--- config.mk ---
export PLATFORM = sky130hd
export DESIGN_NAME = ex_mem_skid_stage
export DESIGN_NICKNAME = d
export VERILOG_FILES = /design/src/rtl/ex_mem_skid_stage.sv
export SDC_FILE = /design/constraint.sdc
export NUM_CORES = 1
export LEC_CHECK = 0
export BUFFER_PORTS_ARGS = -buffer_cell sky130_fd_sc_hd__buf_2
export CORE_MARGIN = 1.5
export CORE_UTILIZATION = 50
export CTS_CLUSTER_DIAMETER = 200
export DETAILED_ROUTE_END_ITERATION = 8
export PLACE_DENSITY = 0.72
export SYNTH_ARGS = -nofsm -noshare
export SYNTH_HDL_FRONTEND = slang
export SYNTH_SLANG_ARGS = --single-unit
--- constraint.sdc ---
create_clock -name clk -period 5.9 [get_ports clk]
set_clock_uncertainty 0.1 [all_clocks]
set_input_delay 0.295 -clock clk [delete_from_list [all_inputs] [get_ports clk]]
set_output_delay 0.295 -clock clk [all_outputs]
set_load 0.05 [all_outputs]
--- src/rtl/ex_mem_skid_stage.sv ---
// EX->MEM pipeline stage: two-entry skid buffer with valid/ready on both sides,
// synchronous flush, and a saturating back-pressure cycle counter.
module ex_mem_skid_stage #(
    parameter int unsigned XLEN    = 32,
    parameter int unsigned RADDR_W = 5,
    parameter int unsigned RSRC_W  = 2
) (
    input  logic               clk,
    input  logic               reset_n,
    input  logic               valid_e,
    output logic               ready_e,
    input  logic               RegWriteE,
    input  logic               MemWriteE,
    input  logic [RSRC_W-1:0]  ResultSrcE,
    input  logic [XLEN-1:0]    ALUResultE,
    input  logic [XLEN-1:0]    WriteDataE,
    input  logic [XLEN-1:0]    PCPlus4E,
    input  logic [RADDR_W-1:0] RdE,
    input  logic               flush,
    output logic               valid_m,
    input  logic               ready_m,
    output logic               RegWriteM,
    output logic               MemWriteM,
    output logic [RSRC_W-1:0]  ResultSrcM,
    output logic [XLEN-1:0]    ALUResultM,
    output logic [XLEN-1:0]    WriteDataM,
    output logic [XLEN-1:0]    PCPlus4M,
    output logic [RADDR_W-1:0] RdM,
    output logic [1:0]         occupancy,
    output logic [XLEN-1:0]    stall_cnt
);

    localparam int unsigned PW = 2 + RSRC_W + 3 * XLEN + RADDR_W;

    // State is fully described by the two entry valid bits {skid, head}.
    typedef enum logic [1:0] {
        StEmpty = 2'b00,
        StFull  = 2'b01,
        StSkid  = 2'b11
    } state_e;

    logic [PW-1:0]   in_pl;
    logic [PW-1:0]   head_d, head_q;
    logic [PW-1:0]   skid_d, skid_q;
    logic            head_valid_d, head_valid_q;
    logic            skid_valid_d, skid_valid_q;
    logic [XLEN-1:0] stall_cnt_d, stall_cnt_q;
    logic            head_rw, head_mw;
    logic            push, pop;
    state_e          state;

    assign in_pl = {RegWriteE, MemWriteE, ResultSrcE, ALUResultE, WriteDataE, PCPlus4E, RdE};
    assign {head_rw, head_mw, ResultSrcM, ALUResultM, WriteDataM, PCPlus4M, RdM} = head_q;

    assign state = state_e'({skid_valid_q, head_valid_q});
    assign push  = valid_e & ready_e & ~flush;
    assign pop   = head_valid_q & ready_m;

    always_comb begin
        head_valid_d = head_valid_q;
        skid_valid_d = skid_valid_q;
        head_d       = head_q;
        skid_d       = skid_q;
        if (flush) begin
            // Payloads are left untouched; only the valid bits are squashed.
            head_valid_d = 1'b0;
            skid_valid_d = 1'b0;
        end else begin
            case (state)
                StEmpty: begin
                    if (push) begin
                        head_valid_d = 1'b1;
                        head_d       = in_pl;
                    end
                end
                StFull: begin
                    if (push && !pop) begin
                        skid_valid_d = 1'b1;
                        skid_d       = in_pl;
                    end else if (push && pop) begin
                        head_d = in_pl;
                    end else if (pop) begin
                        head_valid_d = 1'b0;
                    end
                end
                StSkid: begin
                    if (pop) begin
                        head_d       = skid_q;
                        skid_valid_d = 1'b0;
                    end
                end
                default: begin
                    head_valid_d = 1'b0;
                    skid_valid_d = 1'b0;
                end
            endcase
        end
    end

    always_comb begin
        stall_cnt_d = stall_cnt_q;
        if (head_valid_q && !ready_m && (stall_cnt_q != {XLEN{1'b1}})) begin
            stall_cnt_d = stall_cnt_q + {{(XLEN-1){1'b0}}, 1'b1};
        end
    end

    always_ff @(posedge clk or negedge reset_n) begin
        if (!reset_n) begin
            head_valid_q <= 1'b0;
            skid_valid_q <= 1'b0;
            head_q       <= '0;
            skid_q       <= '0;
            stall_cnt_q  <= '0;
        end else begin
            head_valid_q <= head_valid_d;
            skid_valid_q <= skid_valid_d;
            head_q       <= head_d;
            skid_q       <= skid_d;
            stall_cnt_q  <= stall_cnt_d;
        end
    end

    assign ready_e   = ~skid_valid_q;
    assign valid_m   = head_valid_q;
    assign RegWriteM = head_rw & head_valid_q;
    assign MemWriteM = head_mw & head_valid_q;
    assign occupancy = {1'b0, head_valid_q} + {1'b0, skid_valid_q};
    assign stall_cnt = stall_cnt_q;

endmodule

==> flow_summary.toml <==
[status]
outcome = "finished, final reports clean"

[clock_tree]
clock_path_buffers = 3
cts_tree = "built"
clk_pin_slew_ps = 60
htree_levels = 1
cts_root_buf = "clkbuf_16"
clkSinkCount = 244
postCtsSetupBuffers = 0
numCtsBuffers = 26
post_cts_resized = 0
clk_latency_ps = 510

[floorplan]
die_w_um = 153
fp.dieH_um = 153
ios = 251
core_area_mm2 = 0.0219
rows = 54
start_util = 0.511
die_area_mm2 = 0.0233

[route]
m1WireLength_um = 10100
wl_met2_um = 11600
vias = 7659
route.top_layer_used = "met4"
routedWlPerCell_um = 16.1
drt_wl_total_um = 24000
drt_iter0_markers = 368
firstDrtPassIters = 4
drcViolationCount = 0
wl_met3_um = 1610
antenna_left = 0
viasPerCell = 5.13

[power]
p_seq_frac = 0.427
clkPwrFrac = 0.295
ir_drop_mv = 0.338
p_per_area_mw_per_mm2 = 405
p_sw_frac = 0.345
intPower_w = 0.00367
p_comb_frac = 0.279
leakagePower_nw = 6.47
switchingPower_w = 0.00194

[logic_synthesis]
yosys_warnings = 0
yosysSeqAreaShare = 0.546
synth_top_area_share = 0.546
synth_area_leaders = "dfrtp_1 55%, mux2_2 11%, mux2i_1 9.6%, buf_4 6.9%, o21ai_0 4.7%"
synth_top_area_cell = "dfrtp_1"
syn_area_per_cell_um2 = 11.7
synth_area_mm2 = 0.0112
synth_cell_type_count = 42
ys_seq_elements = 244
syn_nets = 1070
syn_inst = 955

[hold_path]
hold_path_end = "valid_m"
hold_start = "valid_e"
hold_path_class = "in -> reg"
hold_path_depth = 4

[cells_and_area]
drive_above_1_share = 0.341
layout_commonest_cell = "buf_2"
finalNonFillerCells = 1494
stdcell_area_mm2 = 0.0139
finalNetCount = 1309
layout_common_cells = "249 x buf_2, 244 x dfrtp_1, 120 x nand2_1, 107 x mux2i_1, 107 x dlygate4sd3_1"
syn_to_final_growth_pct = 23.9

[timing]
setup_viol = 0
timing.setup.tns_ps = 0
fin_crit_ps = 3190
relSlewSlack = 0.264
rsz0062_at_grt = "false"
finalHoldViolCount = 0
drv_slew = 0
fmax_mhz = 313
worstMarginPinSlew_ps = 1100
min_period_over_period = 0.541

[global_routing]
antenna_found_initial = 1
grt_pass1_wl_um = 39600
grt_pass1_vias = 7779
global_route.overflow_total = 0
track_usage = 0.205
grt_max_degree = 179

[placed_design]
place_area_mm2 = 0.0119
dp_hpwl_um = 14800
gp_congestion = 0.843
port_buffers = 250
numPlacedInstances = 1339

[setup_path]
critical_path_required_ps = 6130
r2r_setup_slack_ps = 2710
crit_arrival_ps = 3420
cp_max_fo = 124
critPathKind = "reg -> reg"
regToRegEndpoint = "head_q[15]"
reg2reg_depth = 5
start_kind = "register"
rr_startpoint = "valid_m"
cp-end-kind = "register"

[run]
cap_violations = 0
==> cells by family after synthesis <==
logic type,Yosys count,synth area share
multiplexers,214,0.204
flip-flops,244,0.546
AO/OA/AOI/OAI,121,0.0565
AND/OR/NAND/NOR,190,0.0796
adder cells (fa/ha/maj),5,0.00559
buffers and inverters,155,0.0881
XOR/XNOR,26,0.0204
==> worst max-delay path, stage by stage (launching register included) <==
cell and delay [ps]:
dfrtp_1 510, ha_4 800, nor2_1 220, o21ai_4 200, buf_4 830, o21ai_0 280
==> cell usage after synthesis, drive strengths merged <==
master  number
a21boi       1
nand2      120
nand2b       2
and3         8
nand4b       1
clkbuf      39
o31a         1
nor2        13
ha           5
or3          1
nand3       10
buf        113
and4         1
nor4         3
xnor2        7
or4          2
nor3b        1
and2         5
o21bai       2
o21ba        1
nor4b        1
dfrtp      244
nor3        12
nor2b        1
a211oi       4
nand4        9
mux2i      107
mux2       107
inv          3
o21ai      107
a21oi        5
xor2        19
==> state kept, by name (all words and copies together), names as in the netlist <==
name and cells:
stall_cnt 32, skid_q 105, valid_m 1, skid_valid_q 1
head_q 105
==> layer usage <==
layer  track usage  vias up
li1              -     3654
met1         0.257     3750
met2         0.345      202
met3        0.0560       53
met4        0.0646        0
met5             0        -
==> worst max path at each step <==
| stage | startpoint | to | slack [ps] | cells past startpoint |
|---|---|---|---|---|
| final | valid_m | head_q[15] | 2710 | 5 |
| after global routing | valid_m | head_q[15] | 2400 | 5 |
| after CTS | valid_m | head_q[15] | 2640 | 5 |
| after detailed placement | valid_m | head_q[18] | 2680 | 5 |
| after global placement | valid_m | head_q[93] | 2820 | 5 |
| after floorplan | valid_m | head_q[100] | 2990 | 9 |
==> power groups by stage <==
stage               sequential [W]  combinational (W)  clock, W
global placement           0.00239            0.00148         0
global route               0.00245            0.00167   0.00176
finish                     0.00239            0.00156   0.00165
detailed placement         0.00242            0.00151         0
CTS                        0.00239            0.00157   0.00170
floorplan                  0.00240            0.00135         0
==> area by class of cell <==
cell class                 instances  area [um2]
inverter                           3        11.3
antenna                            1        2.50
fill                            1737        8040
tap                              280         350
sequential                       244        6110
clock buffer                      41         798
timing repair buffer             363        2390
multi-input combinational        556        4120
clock inverter                     6        82.6
==> through the flow <==
stage          total power, W  worst slack [ps]  utilization  hold WS, ps
2_1_floorplan         0.00375              2990            -         -101
3_3_place_gp          0.00387              2820        0.544          179
3_5_place_dp          0.00393              2680        0.544          185
4_1_cts               0.00566              2640        0.633          128
5_1_grt               0.00588              2400        0.633          137
6_report              0.00561              2710        0.633          154
==> timing repair <==
item,in CTS,in global routing
endpoints found under the hold margin,264,0
setup endpoints to repair,0,0
hold buffers,107,0
Note: power is estimated with default switching activity, not from simulation.
